**config.mk**
```make
export PLATFORM = sky130hd
export DESIGN_NAME = goc_rx_demod
export DESIGN_NICKNAME = d
export VERILOG_FILES = /design/src/rtl/goc_pkg.sv /design/src/rtl/goc_sync_edge.sv /design/src/rtl/goc_rx_demod.sv
export SDC_FILE = /design/constraint.sdc
export NUM_CORES = 1
export LEC_CHECK = 0
export ABC_AREA = 1
export ABC_CLOCK_PERIOD_IN_PS = 2700
export CAP_MARGIN = 20
export CELL_PAD_IN_SITES_DETAIL_PLACEMENT = 0
export CELL_PAD_IN_SITES_GLOBAL_PLACEMENT = 1
export CORE_ASPECT_RATIO = 0.7
export CORE_MARGIN = 1
export CORE_UTILIZATION = 43
export CTS_BUF_LIST = sky130_fd_sc_hd__clkbuf_8
export DETAILED_ROUTE_END_ITERATION = 6
export GPL_TIMING_DRIVEN = 0
export PLACE_DENSITY_LB_ADDON = 0.1
export REMOVE_ABC_BUFFERS = 1
export SYNTH_ARGS = -nofsm -noshare
export SYNTH_HDL_FRONTEND = slang
export SYNTH_SLANG_ARGS = --single-unit
```
**constraint.sdc**
```tcl
create_clock -name clk -period 2.7 [get_ports clk]
set_clock_uncertainty 0.15 [all_clocks]
set_input_delay 0.27 -clock clk [delete_from_list [all_inputs] [get_ports clk]]
set_output_delay 0.27 -clock clk [all_outputs]
set_load 0.005 [all_outputs]
```
**src/rtl/goc_pkg.sv**
```systemverilog
// goc_pkg: shared definitions for the GOC transmitter and receiver.
package goc_pkg;
    typedef enum logic [1:0] {ST_IDLE, ST_HIGH, ST_LOW, ST_ABORT} goc_state_t;
    localparam int BIT_MULT  = 2;
    localparam int MAX_MULT  = 4;
    localparam int IDLE_MULT = 8;
    localparam int GOC_CNT_W = 25;
endpackage

```
**src/rtl/goc_sync_edge.sv**
```systemverilog
// goc_sync_edge: 2-flop synchronizer, polarity correction and edge detect for the GOC pad.
module goc_sync_edge (
    input  logic clk,
    input  logic reset,
    input  logic pad,
    input  logic polarity,
    output logic level,
    output logic rise,
    output logic fall
);
    logic s1, s2, prev;
    // Synchronizer resets to the idle pad level so leaving reset never fakes an edge
    always_ff @(posedge clk) begin
        if (reset) begin
            s1    <= polarity;
            s2    <= polarity;
            level <= 1'b0;
            prev  <= 1'b0;
        end else begin
            s1    <= pad;
            s2    <= s1;
            level <= s2 ^ polarity;
            prev  <= level;
        end
    end
    assign rise = level & ~prev;
    assign fall = ~level & prev;
endmodule

```
**src/rtl/goc_rx_demod.sv**
```systemverilog
// goc_rx_demod: GOC pulse-width demodulator; recovers MSB-first bytes and idle-delimited frames.
module goc_rx_demod
    import goc_pkg::*;
#(
    parameter int CNT_W = GOC_CNT_W
) (
    input  logic        clk,
    input  logic        reset,
    input  logic        goc_pad_in,
    input  logic        goc_polarity,
    input  logic [21:0] goc_speed,
    output logic [7:0]  out_data,
    output logic        out_data_valid,
    output logic        out_frame_valid,
    output logic        out_frame_error
);
    goc_state_t state;
    logic [CNT_W-1:0] spd, t_bit, t_max, t_idle, cnt, cnt_inc;
    logic [2:0] bit_cnt;
    logic [7:0] shreg;
    logic level, rise, fall, bit_val;

    goc_sync_edge u_sync (
        .clk      (clk),
        .reset    (reset),
        .pad      (goc_pad_in),
        .polarity (goc_polarity),
        .level    (level),
        .rise     (rise),
        .fall     (fall)
    );

    assign spd     = CNT_W'(goc_speed);
    assign t_bit   = spd * CNT_W'(BIT_MULT);
    assign t_max   = spd * CNT_W'(MAX_MULT);
    assign t_idle  = spd * CNT_W'(IDLE_MULT);
    assign cnt_inc = &cnt ? cnt : cnt + CNT_W'(1);
    assign bit_val = cnt >= t_bit;

    always_ff @(posedge clk) begin
        if (reset || goc_speed == '0) begin
            state           <= ST_IDLE;
            cnt             <= '0;
            bit_cnt         <= '0;
            shreg           <= '0;
            out_data        <= '0;
            out_data_valid  <= 1'b0;
            out_frame_valid <= 1'b0;
            out_frame_error <= 1'b0;
        end else begin
            out_data_valid  <= 1'b0;
            out_frame_error <= 1'b0;
            case (state)
                ST_IDLE: begin
                    bit_cnt <= '0;
                    cnt     <= rise ? CNT_W'(1) : '0;
                    if (rise) begin
                        state           <= ST_HIGH;
                        out_frame_valid <= 1'b1;
                    end
                end
                ST_HIGH: begin
                    if (fall) begin
                        shreg <= {shreg[6:0], bit_val};
                        state <= ST_LOW;
                        cnt   <= CNT_W'(1);
                        if (bit_cnt == 3'd7) begin
                            out_data       <= {shreg[6:0], bit_val};
                            out_data_valid <= 1'b1;
                            bit_cnt        <= '0;
                        end else begin
                            bit_cnt <= bit_cnt + 3'd1;
                        end
                    end else if (cnt >= t_max) begin
                        out_frame_error <= 1'b1;
                        bit_cnt         <= '0;
                        state           <= ST_ABORT;
                    end else begin
                        cnt <= cnt_inc;
                    end
                end
                ST_LOW: begin
                    if (rise) begin
                        state <= ST_HIGH;
                        cnt   <= CNT_W'(1);
                    end else if (cnt >= t_idle) begin
                        state           <= ST_IDLE;
                        cnt             <= '0;
                        bit_cnt         <= '0;
                        out_frame_valid <= 1'b0;
                        out_frame_error <= bit_cnt != 3'd0;
                    end else begin
                        cnt <= cnt_inc;
                    end
                end
                ST_ABORT: begin
                    if (fall) begin
                        state <= ST_LOW;
                        cnt   <= CNT_W'(1);
                    end
                end
                default: state <= ST_IDLE;
            endcase
        end
    end
endmodule

```
==> impl_metrics.tcl <==
set metrics [dict create \
    fillCellCount 1066 \
    switchingPower_uw 740 \
    maxSlewHeadroom_pct 60.4 \
    fin_area_mm2 0.00520 \
    yosys_warnings 0 \
    synthArstFlopShare_pct 0 \
    synth_area_leaders "dfxtp_1 23%, ha_1 20%, nand2_1 16%" \
    viasPerCell 5.16 \
    power_frac_seq_pct 43.7 \
    worst-path-buf-inv 2 \
    fmax_mhz 384 \
    rows 31 \
    synth_top_area_share_pct 22.8 \
    dieArea_mm2 0.0110 \
    gp_congestion 0.874 \
    power_uw 1970 \
    status "complete, but fails checks" \
    place_inst 876 \
    grt_max_degree 23 \
    cp_data_arrival_time_ns 2.73 \
    synth_cell_types 34 \
    grt-busiest-layer "met2" \
    final_util_pct 50.2 \
    firstDrtPassIters 7 \
    ys_ff_latch 52 \
    antenna_found_initial 0 \
    slew_viol_final 0 \
    power_density_mw_per_mm2 378 \
    num-nets-final 853 \
    worstRegToRegCells 14 \
    netlist_area_mm2 0.00457 \
    holdCritPathClass "reg -> reg" \
    start_util_pct 44.1 \
    first_global_vias 4095 \
    netlist_instances 714 \
    cts_made_buffers 5 \
    rsz0062_at_grt "true" \
    fin_tns_setup_ns 0 \
    fin_crit_ns 2.61 \
    worstSetupPathType "in -> reg" \
    wirelength_um 12600 \
    violations "design-rule violations" \
    crit_required_ns 2.82 \
    setup_viol 0 \
    drc_errors 2 \
    clockPowerShare_pct 24.9 \
    grt_use_met1_pct 34.9 \
    antenna_left 0 \
    crit_cells 15 \
    clockBufferDepth 2 \
    ios 37 \
    wire_per_inst_um 14.3 \
    gr-total-overflow 0 \
    maxCapViolCount 0 \
    met2_usage_pct 35.3 \
    syn2layout_area_growth_pct 13.8 \
    clkSlewWorstSetupHoldPaths_ns 0.12 \
    hpwl_um 9800 \
    antenna_cells 0 \
    tightestPinTransition_ns 0.592 \
    die_y_um 88.2 \
    avgSynthCellArea_um2 6.40 \
    die_x_um 125 \
    cp_slowest_stage_delay_ns 0.49 \
    cts_tree "yes" \
    pwr-share-comb_pct 31.4 \
    core-area_mm2 0.0104 \
    p_int_uw 1230 \
    io_buffers 36 \
    hold_depth 2 \
    yosys-top-cells-count "195 x nand2_1, 115 x inv_1, 101 x nor2_1" \
    switching_share_pct 37.6 \
    path_delay_family "simple AND/OR/NAND/NOR gates" \
    cts-htree-levels 2 \
    layout.cells.non_filler 886 \
    cp_cell_sequence "clkdlybuf4s50_1, inv_1, ha_1, nand2_1, nor2_2, nand2_1, nor2_1, nand2_1, nand4_2, nand2_4, nand2_8, nand2_4, nand2_4, nand2_1, nor2_1" \
    yosysSeqAreaShare_pct 22.8 \
    cts_hold_buf 0 \
    critPathMaxFanout 16 \
    use_met3_pct 3.51 \
    cts.sinks 52 \
    drt_first_iter_violations 383 \
    vias 4572 \
    placed_cell_area_mm2 0.00504 \
    path_common_cell "nand2_1" \
    peakVddDrop_uv 215 \
    hold_violations 0 \
    end_kind "flip-flop" \
    synthFlopType "dfxtp_1" \
    fin_crit_sh_pct 96.5 \
    start_kind "primary input" \
    root_buffer "clkbuf_8" \
    drive_gt1_share_pct 4.51 \
    p_leak_uw 0.00254 \
    grt_usage_pct 23.3 \
    yosysMostFrequentCell "nand2_1" \
    synth_top_area_cell "dfxtp_1" \
    synth-edff-count 0 \
    grt_pass1_wl_um 20500 \
    clk_latency_ns 0.32 \
    slowest_stage "clkdlybuf4s50_1" \
]
-- flip-flops by register name, indices dropped and copies added, names as in the netlist --
signal	cells
out_frame_valid	1
u_sync.s1	1
cnt	25
out_frame_error	1
shreg	7
u_sync.prev	1
u_sync.s2	1
out_data	8
state	2
out_data_valid	1
bit_cnt	3
u_sync.level	1
-- path summary, 6_finish.rpt --
path	startpoint	to	slack, ns
setup reg to reg	cnt[19]	cnt[19]	0.18
setup / recovery	goc_speed[20]	cnt[19]	0.09
hold / removal	u_sync.s1	u_sync.s2	0.29
hold reg to reg	u_sync.s1	u_sync.s2	0.29
-- placed cells by master, fill, tap and decap left out --
master / Yosys / routed
xnor2_1: 1 / 1
o21bai_1: 5 / 5
nand4_2: 1 / 1
dfxtp_1: 52 / 49
a31oi_1: 2 / 2
dfxtp_2: 0 / 3
o21ai_0: 18 / 18
nor2_1: 101 / 100
o21ai_2: 1 / 1
clkinv_2: 0 / 1
nor2_4: 1 / 1
buf_4: 0 / 1
nor2_2: 2 / 3
nand4_1: 29 / 29
nand3b_1: 3 / 3
clkbuf_8: 0 / 5
xor2_1: 1 / 1
inv_6: 0 / 3
nand2_2: 3 / 3
nand2_1: 195 / 193
nor3b_1: 1 / 1
o21ai_1: 1 / 1
nor3_1: 8 / 8
a21o_1: 2 / 2
nand3_2: 1 / 1
clkinvlp_4: 0 / 1
clkdlybuf4s50_1: 0 / 36
nand2_8: 1 / 2
nand3_1: 36 / 36
a21oi_1: 37 / 36
ha_1: 74 / 74
inv_2: 2 / 2
nor4_1: 6 / 6
inv_1: 115 / 115
nand2_4: 3 / 5
a21oi_4: 0 / 1
o21a_1: 4 / 4
-- cell type report --
type	count	area, µm²	share of cell area (%)
Tap cell	132	165	3.18
Clock buffer	5	68.8	1.32
Clock inverter	3	25.0	0.481
Sequential cell	52	1040	20.1
Multi-Input combinational cell	538	3080	59.1
Timing Repair Buffer	37	368	7.07
Inverter	119	453	8.71
-- metrics by stage --
step	hold slack (ns)	setup slack (ns)
4_1_cts	0.298	0.0528
6_report	0.289	0.0945
5_1_grt	0.321	-0.00145
2_1_floorplan	0.192	0.651
3_3_place_gp	0.260	-0.500
3_5_place_dp	0.267	-0.454
-- repair_timing --
item                       4_1_cts  5_1_grt
setup endpoints to repair       22       25
gates resized for setup          3       10
pin swaps                        0        3
buffers inserted                 0        1
gates cloned                     0        1
-- tightest hold or removal path: stages (launching register included) --
cell and delay, ns:
dfxtp_1 0.32, nand2_1 0.05, nand2_1 0.05
-- power groups by stage --
stage | sequential [µW] | clock [µW] | combinational [µW]
detailed placement | 877 | 0 | 578
finish | 860 | 490 | 617
global placement | 875 | 0 | 571
CTS | 860 | 512 | 584
global route | 869 | 539 | 709
floorplan | 867 | 0 | 417
-- per-layer routing --
layer	wire, µm	share of wire, %
met4	167	1.3
met1	7010	55
met2	4910	39
met3	557	4.4
met5	0	0
-- cells by family (layout without fill, tap and decap cells) --
| group | Yosys count | after routing | synth area share, % |
|---|---|---|---|
| buffers and inverters | 125 | 164 | 11.0 |
| DFF | 52 | 52 | 22.8 |
| AOI/OAI and AO/OA | 70 | 70 | 8.41 |
| and+or+nand+nor | 391 | 392 | 37.2 |
| xor gates and xnor gates | 2 | 2 | 0.383 |
| adders and majority gates | 74 | 74 | 20.3 |
Power figures use the tool's default switching activity.
